<file path="config.mk">
export PLATFORM = sky130hd
export DESIGN_NAME = bram_reader
export DESIGN_NICKNAME = d
export VERILOG_FILES = /design/src/rtl/bram_pkg.sv /design/src/rtl/reader_skid.sv /design/src/rtl/bram_reader.sv
export SDC_FILE = /design/constraint.sdc
export NUM_CORES = 1
export LEC_CHECK = 0
export ABC_AREA = 1
export CAP_MARGIN = 20
export CORE_UTILIZATION = 53
export CTS_CLUSTER_DIAMETER = 30
export DETAILED_ROUTE_END_ITERATION = 8
export HOLD_SLACK_MARGIN = 0.15
export PLACE_DENSITY_LB_ADDON = 0.3
export SKIP_LAST_GASP = 1
export SYNTH_ARGS = -nofsm -noshare
export SYNTH_HDL_FRONTEND = slang
export SYNTH_SLANG_ARGS = --single-unit
</file>
<file path="constraint.sdc">
create_clock -name clock -period 1.9 [get_ports clock]
set_clock_uncertainty 0.15 [all_clocks]
set_input_delay 0.38 -clock clock [delete_from_list [all_inputs] [get_ports clock]]
set_output_delay 0.38 -clock clock [all_outputs]
set_load 0.03 [all_outputs]
</file>
<file path="src/rtl/bram_pkg.sv">
`default_nettype none
// ============================================================================
// Module      : bram_pkg
// Description : Shared defaults, buffer depth and FSM state encoding for the
//               BRAM burst reader.
// Revision    : 1.0 - initial release
// ============================================================================
package bram_pkg;

   localparam int c_DATA_W_DEF = 4;
   localparam int c_ADDR_W_DEF = 3;
   localparam int c_DEPTH      = 1 << c_ADDR_W_DEF;

   // Reader FSM state encoding
   typedef logic [1:0] state_t;
   localparam logic [1:0] c_S_IDLE  = 2'd0;
   localparam logic [1:0] c_S_READ  = 2'd1;
   localparam logic [1:0] c_S_DRAIN = 2'd2;

endpackage
`default_nettype wire

</file>
<file path="src/rtl/reader_skid.sv">
`default_nettype none
// ============================================================================
// Module      : reader_skid
// Description : Two-entry output buffer with valid/ready on both sides. The
//               head entry drives the output directly from registers; the
//               tail entry absorbs the one sample still in flight when the
//               consumer stalls.
// Revision    : 1.0 - initial release
// ============================================================================
module reader_skid
   import bram_pkg::*;
#(
   parameter int DATA_W = c_DATA_W_DEF
) (
   input  logic              clock,
   input  logic              rst_n,
   input  logic              in_valid,
   input  logic [DATA_W-1:0] in_data,
   output logic              in_ready,
   output logic              out_valid,
   output logic [DATA_W-1:0] out_data,
   input  logic              out_ready
);

   logic [DATA_W-1:0] r_head;
   logic [DATA_W-1:0] r_tail;
   logic              r_head_vld;
   logic              r_tail_vld;
   logic              w_push;
   logic              w_pop;

   // Room exists whenever the tail slot is empty
   assign in_ready  = ~r_tail_vld;
   assign w_push    = in_valid & ~r_tail_vld;
   assign w_pop     = r_head_vld & out_ready;
   assign out_valid = r_head_vld;
   assign out_data  = r_head;

   // Head/tail update: pop shifts tail into head, push fills the first free slot
   always_ff @(posedge clock or negedge rst_n) begin
      if (!rst_n) begin
         r_head     <= '0;
         r_tail     <= '0;
         r_head_vld <= 1'b0;
         r_tail_vld <= 1'b0;
      end else if (w_pop) begin
         if (r_tail_vld) begin
            r_head     <= r_tail;
            r_tail_vld <= 1'b0;
         end else if (w_push) begin
            r_head <= in_data;
         end else begin
            r_head_vld <= 1'b0;
         end
      end else if (w_push) begin
         if (!r_head_vld) begin
            r_head     <= in_data;
            r_head_vld <= 1'b1;
         end else begin
            r_tail     <= in_data;
            r_tail_vld <= 1'b1;
         end
      end
   end

endmodule
`default_nettype wire

</file>
<file path="src/rtl/bram_reader.sv">
`default_nettype none
// ============================================================================
// Module      : bram_reader
// Description : Reads a burst of samples from a DPRAM starting at a tap
//               offset (wrapping naturally) and streams them out over a
//               valid/ready interface with credit-based flow control.
//               Optional macro READER_SUM_EN adds a running 'sum' output of
//               all transferred samples in the burst.
// Revision    : 1.0 - initial release
// ============================================================================
module bram_reader
   import bram_pkg::*;
#(
   parameter int DATA_W = c_DATA_W_DEF,
   parameter int ADDR_W = c_ADDR_W_DEF
) (
   input  logic                     clock,
   input  logic                     rst_n,
   input  logic                     start,
   input  logic [ADDR_W-1:0]        delay,
   input  logic [ADDR_W:0]          count,
   output logic                     rd_en,
   output logic [ADDR_W-1:0]        rd_addr,
   input  logic [DATA_W-1:0]        rd_data,
   output logic [DATA_W-1:0]        out_data,
   output logic                     out_valid,
   input  logic                     out_ready,
`ifdef READER_SUM_EN
   output logic [DATA_W+ADDR_W-1:0] sum,
`endif
   output logic                     busy,
   output logic                     done
);

   localparam logic [ADDR_W:0] c_LEN_MAX = {1'b1, {ADDR_W{1'b0}}};
   localparam logic [ADDR_W:0] c_ONE     = {{ADDR_W{1'b0}}, 1'b1};

   state_t            r_state;
   logic [ADDR_W-1:0] r_delay;
   logic [ADDR_W:0]   r_len;
   logic [ADDR_W:0]   r_issued;
   logic [ADDR_W:0]   r_xfers;
   logic              r_inflight;
   logic              r_busy;
   logic              r_done;

   logic [ADDR_W:0]   w_len_clamped;
   logic [ADDR_W:0]   w_issued_nxt;
   logic [ADDR_W:0]   w_xfers_nxt;
   logic              w_accept;
   logic              w_pop;
   logic              w_skid_in_ready;
   logic [2:0]        w_occ;
   logic              w_credit_ok;

   // Zero or anything beyond the buffer depth means a full-depth burst
   assign w_len_clamped = ((count == '0) || (count > c_LEN_MAX)) ? c_LEN_MAX : count;
   assign w_issued_nxt  = r_issued + c_ONE;
   assign w_xfers_nxt   = r_xfers + c_ONE;
   assign w_accept      = (r_state == c_S_IDLE) && start;
   assign w_pop         = out_valid & out_ready;

   // Occupancy = read in flight + buffered samples (head, plus tail when full).
   // A sample leaving this cycle frees its slot for a read issued this cycle.
   assign w_occ       = {2'b00, r_inflight} + {2'b00, out_valid} + {2'b00, ~w_skid_in_ready};
   assign w_credit_ok = (w_occ < (3'd2 + {2'b00, w_pop}));

   assign rd_en   = (r_state == c_S_READ) && w_credit_ok;
   assign rd_addr = r_delay + r_issued[ADDR_W-1:0];
   assign busy    = r_busy;
   assign done    = r_done;

   // Burst control: accept, issue reads under credit, drain, then pulse done
   always_ff @(posedge clock or negedge rst_n) begin
      if (!rst_n) begin
         r_state    <= c_S_IDLE;
         r_delay    <= '0;
         r_len      <= '0;
         r_issued   <= '0;
         r_xfers    <= '0;
         r_inflight <= 1'b0;
         r_busy     <= 1'b0;
         r_done     <= 1'b0;
      end else begin
         r_done     <= 1'b0;
         r_inflight <= rd_en;
         case (r_state)
            c_S_IDLE: begin
               if (w_accept) begin
                  r_delay  <= delay;
                  r_len    <= w_len_clamped;
                  r_issued <= '0;
                  r_xfers  <= '0;
                  r_busy   <= 1'b1;
                  r_state  <= c_S_READ;
               end
            end
            c_S_READ: begin
               if (rd_en) begin
                  r_issued <= w_issued_nxt;
                  if (w_issued_nxt == r_len) begin
                     r_state <= c_S_DRAIN;
                  end
               end
               if (w_pop) begin
                  r_xfers <= w_xfers_nxt;
               end
            end
            c_S_DRAIN: begin
               if (w_pop) begin
                  r_xfers <= w_xfers_nxt;
                  if (w_xfers_nxt == r_len) begin
                     r_done  <= 1'b1;
                     r_busy  <= 1'b0;
                     r_state <= c_S_IDLE;
                  end
               end
            end
            default: begin
               r_state <= c_S_IDLE;
            end
         endcase
      end
   end

   reader_skid #(
      .DATA_W(DATA_W)
   ) u_skid (
      .clock     (clock),
      .rst_n     (rst_n),
      .in_valid  (r_inflight),
      .in_data   (rd_data),
      .in_ready  (w_skid_in_ready),
      .out_valid (out_valid),
      .out_data  (out_data),
      .out_ready (out_ready)
   );

`ifdef READER_SUM_EN
   logic [DATA_W+ADDR_W-1:0] r_sum;

   // Running total of transferred samples, restarted when a burst is accepted
   always_ff @(posedge clock or negedge rst_n) begin
      if (!rst_n) begin
         r_sum <= '0;
      end else if (w_accept) begin
         r_sum <= '0;
      end else if (w_pop) begin
         r_sum <= r_sum + {{ADDR_W{1'b0}}, out_data};
      end
   end

   assign sum = r_sum;
`endif

endmodule
`default_nettype wire

</file>
# ---- After elaboration in Yosys (flattened, before gate mapping)
# Index checks and enable logic that the tools add are counted.
# Widths: inputs -> output; s select.
dict set report word_totals {
  reg_bits 30
  latchBits 0
  ramBits 0
  rom_bits 0
  in_bits 15
  output_inout_bits 11
  word_cells 89
  memories 0
}
dict set report classes {
  add_sub_neg 6
  multipliers 0
  n_div 0
  n_lt_le_gt_ge 2
  n_eq_ne 13
  shifts 0
  mux 31
  bitwise_logic 4
  n_reduce_logical 21
}
# op count
set ops {}
lappend ops {{$mux 4} 9}
lappend ops {{$pmux 4 s2} 2}
lappend ops {{$reduce_and 3->1} 5}
lappend ops {{$ne 2x2->1 const B} 7}
lappend ops {{$mux 1} 13}
lappend ops {{$reduce_bool 2->1} 6}
lappend ops {{$mux 2} 5}
lappend ops {{$add 4x1->4 const B} 2}
lappend ops {{$eq 4x4->1} 2}
lappend ops {{$pmux 2 s3} 1}
lappend ops {{$reduce_and 5->1} 1}
lappend ops {{$gt 4x4->1 const B} 1}
lappend ops {{$logic_not 4->1} 1}
lappend ops {{$ne 2x1->1 const B} 2}
lappend ops {{$reduce_and 2->1} 2}
lappend ops {{$reduce_and 4->1} 1}
lappend ops {{$add 2x1->3} 1}
lappend ops {{$add 2x1->3 const A} 1}
lappend ops {{$add 3x3->3} 1}
lappend ops {{$lt 3x3->1} 1}
lappend ops {{$add 1x1->2} 1}
lappend ops {{$and 1x1->1} 2}
lappend ops {{$eq 2x1->1 const B} 1}
lappend ops {{$eq 2x2->1 const B} 1}
lappend ops {{6 further kinds} 8}

# ---- Longest topological paths before layout
# Gate-level depths: netlist of the first run.
dict set report depth {
  word_depth 6
  depth_mapped 13
  ltp_nobuf 13
}

# ---- By module
# From an unflattened synthesis of the first run, not the netlist that was laid out.
dict set report hier_totals {
  cells_unflattened 233
  area_unflattened_um2 1744.2
}
# module instances cells_each area_each_um2
set by_module_without_submodules {}
lappend by_module_without_submodules {bram_reader 1 169 1238.7}
lappend by_module_without_submodules {reader_skid 1 64 505.5}

# ---- Least setup slack after synthesis of the first run
# OpenSTA, ideal clock, no wires.
dict set report synth_timing {
  kind {register -> register}
  startpoint {register u_skid.r_head_vld, in the netlist u_skid.out_valid}
  endpoint {register r_issued[2]}
  arrival_time_ns 2.127
  path_slack_ns -0.460
  stages_incl_launch_ff 9
  n_path_buf 0
  path_cell_list {dfrtp_1 inv_1 fa_1 nand2_1 nand2_1 inv_1 nor2_1 nand2_1 o22ai_1}
}
dict set report synth_between {
  elab_chain_len 6
}
# item line_no
set synth_lines {}
lappend synth_lines {{start, declared} reader_skid.sv:27} ;# logic r_head_vld;
lappend synth_lines {{start signal, assigned} reader_skid.sv:44} ;# r_head_vld <= 1'b0;
lappend synth_lines {{start signal, assigned} reader_skid.sv:53} ;# r_head_vld <= 1'b0;
lappend synth_lines {{start signal, assigned} reader_skid.sv:58} ;# r_head_vld <= 1'b1;
lappend synth_lines {{$add 1x1->2 / $and 1x1->1 (equally long branches)} {bram_reader.sv:65, bram_reader.sv:61}}
lappend synth_lines {{$add 2x1->3 (on tied branches)} {bram_reader.sv:65, bram_reader.sv:66}}
lappend synth_lines {{$lt 3x3->1 (*)} bram_reader.sv:66} ;# assign w_credit_ok = (w_occ < (3'd2 + {2'b00, w_pop}));
lappend synth_lines {{$logic_and 1x1->1 (*)} bram_reader.sv:68} ;# assign rd_en = (r_state == c_S_READ) && w_credit_ok;
lappend synth_lines {{named net rd_en} bram_reader.sv:22} ;# output logic rd_en,
lappend synth_lines {{$ne 2x2->1 (no source line) (*)} n/a}
lappend synth_lines {{$reduce_and 3->1 (no source line) (*)} n/a}
lappend synth_lines {{end signal, assigned} bram_reader.sv:100} ;# r_issued <= w_issued_nxt;
lappend synth_lines {{end, declared} bram_reader.sv:41} ;# logic [ADDR_W:0] r_issued;
# Mark *: on every way through the listed nets, which the timed path passes. The rest lies on a longest branch.
# A chain may end at the register's enable or synchronous reset.

# ---- Worst setup path after layout of the first run
dict set report layout_timing {
  startpoint {register r_delay[0]}
  endpoint {output rd_addr[2]}
}
dict set report layout_between {
  elab_chain_len 1
}
# item line_no
set layout_lines {}
lappend layout_lines {{start, declared} bram_reader.sv:39} ;# logic [ADDR_W-1:0] r_delay;
lappend layout_lines {{start signal, assigned} bram_reader.sv:90} ;# r_delay <= delay;
lappend layout_lines {{$add 3x3->3} bram_reader.sv:69} ;# assign rd_addr = r_delay + r_issued[ADDR_W-1:0];
lappend layout_lines {{end, declared} bram_reader.sv:23} ;# output logic [ADDR_W-1:0] rd_addr,
# Every way passes these cells.

==> summary.md, run 1 <==
| Metric | Value |
|---|---|
| Syn Area/Cell | `7.90 um2` |
| Initial Util | `0.556` |
| Largest net degree at the start of global routing | `31` |
| Maximum fanout along the worst path | `2` |
| Tightest Pin Transition | `0.388 ns` |
| FF+latch count, synth | `30` |
| Clock Power Share | `0.105` |
| Peak Freq | `between 400 and 500 MHz` |
| Switching Share | `0.454` |
| Die ar. | `0.00340 mm2` |
| Storage cell area | `752 um2` |
| Critical setup path kind | `flip-flop to output port` |
| Vias in the first global route | `1500` |
| Final WS setup | `-0.375 ns` |
| Unique masters post-synth | `21` |
| Die Y | `58.4 um` |
| Deepest clock path buffer count | `2` |
| TritonCTS buffer count | `5` |
| Multi-input gate area | `slightly above 800 um2` |
| Required @ worst endpoint | `1.37 ns` |
| NetSw | `1.72 mW` |
| Vias per Instance | `5.03` |
| Sink Count | `30` |
| Synth area leaders | `dfrtp_1 (45%), nand2_1 (14%), inv_1 (9.4%)` |
| Net count, final | `288` |
| Hpwl dp | `2680 um` |
| Reg clk slew, reported paths | `roughly 0.090 ns` |
| DIE WIDTH | `58.4 um` |
| Ant. Diodes | `0` |
| Instance count on the critical path | `6` |
| Crit path time final | `2.28 ns` |
| Antenna-violating nets left | `0` |
| Power per cell area | `roughly 1700 mW/mm2` |
| Latest clock arrival within the worst-skew pair | `0.33 ns` |
| Worst path bufs/invs | `2` |
| Failing checks | `negative setup slack` |
| Leak pwr | `approximately 1.2 nW` |
| GRT Util Overall | `0.240` |
| Post-synth top area cell | `dfrtp_1` |
| Overall power | `3.80 mW` |
| H-tree depth | `2` |
| DRC | `0` |
| Gr ovfl total | `0` |
| Worst R2R Path Depth | `10` |
| GPL Wtd Cong | `0.845` |
| Crit share post-route | `1.20` |
| CP startpoint kind | `flip-flop` |
| Max-slew violations | `0` |
| Final Hold Violating Endpoints | `0` |
| Row cnt | `20` |
| Crit path cell chain | `ha_1, inv_1, fa_2, xnor2_2, xor2_2, buf_6` |
| Core area | `about 0.0030 mm2` |
| Mapped cell area | `0.00168 mm2` |
| Synth top area share | `0.446` |
| Hold Crit Class | `input port to asynchronous set/reset pin` |
| Max-cap viol count | `0` |
| Fill count | `roughly 230` |
| Hold buffer count at CTS | `0` |
| Initial antenna violation count | `0` |
| Root buffer cell | `clkbuf_4` |
| Logic pwr share | `0.604` |
| Global-route wire length before repair | `6140 um` |
| Synth-to-Final Area Change | `32.9%` |
| VDD IR-drop max | `0.938 mV` |
| Crit end category | `output port` |
| Gate Count Post-Synth | `213` |
| Unrepaired setup endpoints after global routing | `true` |
| WL/cell | `11.4 um` |
| Int Pwr | `roughly 2.1 mW` |
| Final TNS setup | `-0.970 ns` |
| Pre-CTS WS | `-0.0571 ns` |
| Buffers on Ports | `25` |
| Max incr delay on CP | `between 0.3 and 0.4 ns` |
| Flop pwr share | `0.291` |
| Status | `finished, violations left` |
| Layout Utilization | `0.739` |
| Drt initial violations | `approximately 130` |
| Worst path top cell family by delay | `adder cells` |
| WP data arrival | `1.75 ns` |
| Net count after synthesis | `238` |
| Seq/Total Area, Yosys | `0.446` |
| Warnings from Yosys | `0` |
| CTS tree | `yes` |
| Share of cells above drive strength 1 | `0.186` |
| Slowest-stage cell, CP | `dfrtp_1` |
| DR vias | `1548` |
| Total wire length after detailed routing | `3520 um` |
| DR pass1 iterations | `4` |
| IO Pins | `26` |
| Relative slew slack | `0.741` |
| Setup Viol. Count Final | `5` |
| R2R setup slack | `-0.02 ns` |
==> metrics by stage <==
stage / hold slack (ns) / cells / area, um2
2_1_floorplan: -0.0656 / 213 / 1710
3_3_place_gp: 0.325 / 296 / 2110
3_5_place_dp: 0.324 / 296 / 2110
4_1_cts: 0.284 / 306 / 2190
5_1_grt: 0.317 / 308 / 2240
6_report: 0.281 / 308 / 2240
==> registers in the layout, indices dropped and copies added (netlist names) <==
name and count:
r_xfers 4, u_skid.out_valid 1, u_skid.r_tail_vld 1, r_delay 3, r_len 4, busy 1, r_state 2, u_skid.r_tail 4
r_inflight 1, u_skid.out_data 4, done 1, r_issued 4
==> cells in the mapped netlist <==
master    count
o211ai_1      1
o21bai_1      2
clkinv_1      1
a21oi_1       2
o22ai_1       6
o21ai_1       2
dfrtp_1      30
nand3_1      13
a22oi_1       1
xnor2_1       3
nor2_1        7
inv_1        42
xor2_1        2
ha_1          8
o21ai_0      19
nand4_1       3
nand2_2       1
or2_2         1
nand2_1      63
mux2_2        4
fa_1          2
==> kinds of logic (layout without fill, tap and decap cells) <==
family | after synthesis | in the layout | share of synthesized area
compound gates | 33 | 33 | 0.109
xor+xnor | 5 | 5 | 0.0260
fa+ha+maj | 10 | 10 | 0.0833
buf+inv | 43 | 94 | 0.0959
flops | 30 | 30 | 0.446
mux | 4 | 4 | 0.0268
simple gates | 88 | 88 | 0.213
==> power by group through the flow <==
stage | sequential (mW) | combinational (mW) | clock [mW]
floorplan | 1.23 | 1.30 | 0
global placement | 1.11 | 2.07 | 0
detailed placement | 1.11 | 2.15 | 0
CTS | 1.10 | 2.23 | 0.411
global route | 1.14 | 2.55 | 0.440
finish | 1.11 | 2.29 | 0.399
==> timing repair <==
action	in CTS	in global routing
endpoints found under the setup margin	8	13
pin swaps	5	5
gates resized for setup	8	9
endpoints found under the hold margin	0	0
setup buffers	2	2
cloned	0	0
==> per-layer routing <==
metal	vias up	share of wire	wire length, um	global-route usage
met2	47	0.49	1730	0.388
met4	0	0.013	45	0.0986
met3	7	0.065	229	0.0615
met5	-	0	0	0
li1	771	-	-	-
met1	723	0.43	1510	0.310
==> cells in the final DEF, fill, tap and decap left out, types with 2 or more instances in the layout <==
cell type / netlist / final
a21oi_1: 2 / 2
mux2_2: 4 / 4
nor2_1: 7 / 5
buf_4: 0 / 19
clkbuf_4: 0 / 5
xnor2_1: 3 / 2
nand4_1: 3 / 3
nand2_2: 1 / 3
o22ai_1: 6 / 6
buf_6: 0 / 3
dfrtp_1: 30 / 29
o21bai_1: 2 / 2
nand2_1: 63 / 61
ha_1: 8 / 7
o21ai_1: 2 / 3
nand3_1: 13 / 13
clkdlybuf4s50_1: 0 / 14
inv_2: 0 / 5
dlymetal6s2s_1: 0 / 4
inv_1: 42 / 37
dlygate4sd2_1: 0 / 3
o21ai_0: 19 / 18
==> final timing paths <==
path	from	endpoint
max	r_delay[0]$_DFFE_PN0P_	rd_addr[2]
min reg2reg	busy$_DFFE_PN0P_	busy$_DFFE_PN0P_
max in group asynchronous	rst_n	u_skid.out_valid$_DFFE_PN0P_
max reg2reg	r_issued[0]$_DFFE_PN0P_	r_state[1]$_DFFE_PN0P_
min	rst_n	r_issued[2]$_DFFE_PN0P_
min in group clock	busy$_DFFE_PN0P_	busy$_DFFE_PN0P_
==> cell type report <==
class                           count  share of cell area
Multi-Input combinational cell    140               0.365
Sequential cell                    30               0.336
Timing Repair Buffer               43               0.176
Inverter                           43              0.0721
Clock buffer                        7              0.0246
Tap cell                           44              0.0246
Clock inverter                      1             0.00224
Note: power is estimated with default switching activity, not from simulation.
==> run 2: changes to the inputs <==
--- a/config.mk
+++ b/config.mk
@@ -15,4 +15,5 @@
 export SKIP_LAST_GASP = 1
 export SYNTH_ARGS = -nofsm -noshare
 export SYNTH_HDL_FRONTEND = slang
+export SYNTH_HIERARCHICAL = 1
 export SYNTH_SLANG_ARGS = --single-unit
==> run 2 against run 1 <==
Against the previous run: the flow still finishes with violations (negative setup slack); synthesized cell count grew 9.4%; sequential power decreased by 4%; critical path type unchanged; count of clock-buffer cells in the layout down 1; non-clock buffer count grew 1; utilization increased by 2.0 points; setup slack got worse by 0.0070 ns; global-route usage up 0.63 points; cell area grew 4.4%; worst hold slack got worse by 0.0081 ns; critical endpoint is now rd_en; routed wire length grew 13%; first-iteration DRC count down 61%.
==> summary.md, run 2 <==
| Metric | Value |
|---|---|
| GRT Util Overall | `0.246 (was 0.240)` |
| Core area | `0.00308 mm2 (was 0.00303 mm2)` |
| Ant. Diodes | `0 (unchanged)` |
| Pre-CTS WS | `-0.0793 ns (was -0.0571 ns)` |
| Critical setup path kind | `flip-flop to output port (unchanged)` |
| Max-cap viol count | `0 (unchanged)` |
| DR pass1 iterations | `4 (unchanged)` |
| GPL Wtd Cong | `0.799 (was 0.845)` |
| TritonCTS buffer count | `5 (unchanged)` |
| Vias in the first global route | `1515 (was 1500)` |
| Synth area leaders | `dfrtp_1 (43%), nand2_1 (18%), inv_1 (8.8%) (was dfrtp_1 (45%), nand2_1 (14%), inv_1 (9.4%))` |
| Most common cell after layout, fill and taps aside | `nand2_1 (unchanged)` |
| Syn Area/Cell | `7.49 um2 (was 7.90 um2)` |
| Die ar. | `0.00352 mm2 (was 0.00340 mm2)` |
| Hold_ws | `0.273 ns (was 0.281 ns)` |
| Fill count | `237 (was 227)` |
| Switching Share | `0.465 (was 0.454)` |
| CTS tree | `yes (unchanged)` |
| Global-route wire length before repair | `6290 um (was 6140 um)` |
| Gate Count Post-Synth | `233 (was 213)` |
| Net count after synthesis | `256 (was 238)` |
| Synth top area share | `0.430 (was 0.446)` |
| Share of cells above drive strength 1 | `0.222 (was 0.186)` |
| Flop pwr share | `0.277 (was 0.291)` |
| Logic pwr share | `0.616 (was 0.604)` |
| Max-slew violations | `0 (unchanged)` |
| Antenna-violating nets left | `0 (unchanged)` |
| Final Hold Violating Endpoints | `0 (unchanged)` |
| FF+latch count, synth | `30 (unchanged)` |
| H-tree depth | `2 (unchanged)` |
| Root buffer cell | `clkbuf_4 (unchanged)` |
| Worst setup path endpoint | `rd_en (was rd_addr[2])` |
| Finished Layout Cells | `328 (was 308)` |
| NetSw | `1.80 mW (was 1.72 mW)` |
| Relative slew slack | `0.748 (was 0.741)` |
| Required @ worst endpoint | `1.37 ns (about the same)` |
| Reg clk slew, reported paths | `0.10 ns (was 0.09 ns)` |
| Storage cell area | `752 um2 (unchanged)` |
| Largest net degree at the start of global routing | `31 (unchanged)` |
| Leading cell types by count after synthesis | `nand2_1 (84), inv_1 (41), dfrtp_1 (30), nand3_1 (18), o21ai_1 (8) (was nand2_1 (63), inv_1 (42), dfrtp_1 (30), o21ai_0 (19), nand3_1 (13))` |
| R2R setup slack | `-0.23 ns (was -0.02 ns)` |
| CP startpoint kind | `flip-flop (unchanged)` |
| Leak pwr | `1.28 nW (was 1.18 nW)` |
| Synth-to-Final Area Change | `33.9% (was 32.9%)` |
| R2R Path End | `r_state[0]$_DFFE_PN0P_ (was r_state[1]$_DFFE_PN0P_)` |
| DRC | `0 (unchanged)` |
| Synth Flop Type | `dfrtp_1 (unchanged)` |
| VDD IR-drop max | `1.37 mV (was 0.938 mV)` |
| Worst path top cell family by delay | `adder cells (unchanged)` |
| Unrepaired setup endpoints after global routing | `true (unchanged)` |
| Sink Count | `30 (unchanged)` |
| Count leader, synth | `nand2_1 (unchanged)` |
| Tightest Pin Transition | `0.378 ns (was 0.388 ns)` |
| Post-synth top area cell | `dfrtp_1 (unchanged)` |
| Row cnt | `20 (unchanged)` |
| Number of synthesized flops with an enable pin | `0 (unchanged)` |
| Final WS setup | `-0.382 ns (was -0.375 ns)` |
| Worst path bufs/invs | `3 (was 2)` |
| Buffers on Ports | `25 (unchanged)` |
| Crit path cell chain | `inv_2, fa_1, nand3_1, nand2_2, inv_2, nor2_4, buf_6 (was ha_1, inv_1, fa_2, xnor2_2, xor2_2, buf_6)` |
| Layout Utilization | `0.759 (was 0.739)` |
| Int Pwr | `2.07 mW (about the same)` |
| Instance count on the critical path | `7 (was 6)` |
| Hpwl dp | `2840 um (was 2680 um)` |
| Crit path time final | `2.28 ns (about the same)` |
| DIE WIDTH | `59.4 um (was 58.4 um)` |
| Status | `finished, violations left (unchanged)` |
| Maximum fanout along the worst path | `2 (unchanged)` |
| Die Y | `59.4 um (was 58.4 um)` |
| Crit share post-route | `1.20 (about the same)` |
| Initial antenna violation count | `0 (unchanged)` |
| Gr ovfl total | `0 (unchanged)` |
| Max incr delay on CP | `0.53 ns (was 0.36 ns)` |
| Latest clock arrival within the worst-skew pair | `0.34 ns (was 0.33 ns)` |
| Failing checks | `negative setup slack (unchanged)` |
| Worst Setup SP | `r_inflight$_DFF_PN0_ (was r_delay[0]$_DFFE_PN0P_)` |
| Clock Power Share | `0.107 (was 0.105)` |
| Worst R2R Path Depth | `14 (was 10)` |
| Commonest cells after routing, fill and taps aside | `nand2_1 (81), inv_1 (36), dfrtp_1 (29) (was nand2_1 (61), inv_1 (37), dfrtp_1 (29))` |
| Slowest-stage cell, CP | `fa_1 (was dfrtp_1)` |
| Power per cell area | `1660 mW/mm2 (was 1700 mW/mm2)` |
| Unique masters post-synth | `23 (was 21)` |
| Vias per Instance | `5.02 (was 5.03)` |
| WP data arrival | `1.75 ns (about the same)` |
| Net count, final | `306 (was 288)` |
| Multi-input gate area | `883 um2 (was 816 um2)` |
| Seq/Total Area, Yosys | `0.430 (was 0.446)` |
| Warnings from Yosys | `6 (was 0)` |
| Hold Crit Class | `input port to asynchronous set/reset pin (unchanged)` |
| Overall power | `3.87 mW (was 3.80 mW)` |
| WL/cell | `12.2 um (was 11.4 um)` |
| Async S/R FF share, synth | `1.00 (unchanged)` |
| Drt initial violations | `52 (was 132)` |
| Hold buffer count at CTS | `0 (unchanged)` |
| Crit end category | `output port (unchanged)` |
| IO Pins | `26 (unchanged)` |
| Most frequent CP cell | `inv_2` |
| Deepest clock path buffer count | `2 (unchanged)` |
| Placed Cells | `315 (was 296)` |
| Initial Util | `0.567 (was 0.556)` |
| Peak Freq | `438 MHz (was 439 MHz)` |
| DR vias | `1646 (was 1548)` |
| Mapped cell area | `0.00174 mm2 (was 0.00168 mm2)` |
| Setup Viol. Count Final | `5 (unchanged)` |
| Total wire length after detailed routing | `3990 um (was 3520 um)` |
| FF-to-FF Start | `r_inflight$_DFF_PN0_ (was r_issued[0]$_DFFE_PN0P_)` |
-- run 2: cell count changes after synthesis, moves of 4 or more --
cell,before,now
o21ai_0,19,5
mux2_2,4,0
nand3_1,13,18
nand2_1,63,84
o21ai_1,2,8
nand4_1,3,7
nand2_2,1,6
-- run 2: power groups by stage --
stage / sequential [mW] / combinational, mW / clock, mW
final: 1.07 / 2.38 / 0.413
after global routing: 1.10 / 2.61 / 0.447
after detailed placement: 1.08 / 2.14 / 0
after global placement: 1.07 / 2.07 / 0
after CTS: 1.07 / 2.27 / 0.422
after floorplan: 1.22 / 1.27 / 0
-- run 2: stage by stage --
stage	area (um2)	setup TNS [ns]
floorplan	1770	-0.934
global placement	2170	-0.0758
detailed placement	2170	-0.233
CTS	2270	-1.12
global route	2330	-1.89
finish	2330	-1.44
-- run 2: layer usage --
| layer | up-vias | share of wire | GRT usage |
|---|---|---|---|
| met5 | - | 0 | 0 |
| li1 | 827 | - | - |
| met3 | 11 | 0.044 | 0.0502 |
| met4 | 0 | 0.027 | 0.116 |
| met1 | 760 | 0.44 | 0.300 |
| met2 | 48 | 0.49 | 0.416 |
-- run 2: cell families (layout without fill, tap and decap cells) --
group	after synthesis	count (layout)	synth area share
buf+inv	45	96	0.0976
xor+xnor	3	3	0.0151
fa+ha+maj	8	8	0.0660
flops	30	30	0.430
simple gates	127	127	0.326
compound gates	20	20	0.0646
-- run 2: how the worst min path moves through the flow --
stage | end | slack (ns) | depth (start not counted)
global route | r_xfers[2]$_DFFE_PN0P_ | 0.30 | 2
CTS | r_xfers[2]$_DFFE_PN0P_ | 0.28 | 2
global placement | busy$_DFFE_PN0P_ | 0.31 | 2
finish | r_xfers[2]$_DFFE_PN0P_ | 0.27 | 2
floorplan | busy$_DFFE_PN0P_ | -0.07 | 0
detailed placement | busy$_DFFE_PN0P_ | 0.31 | 2
-- run 2: cell type report --
cell class	count	area share
sequential	30	0.322
inverter	44	0.0707
multi-input combinational	158	0.378
tap	44	0.0236
clock inverter	2	0.00536
clock buffer	6	0.0220
timing repair buffer	44	0.178
-- run 2: timing repair --
| action | CTS | global route |
|---|---|---|
| setup buffers | 1 | 4 |
| resized for setup | 14 | 11 |
| pin swaps | 4 | 3 |
| endpoints found under the setup margin | 8 | 18 |
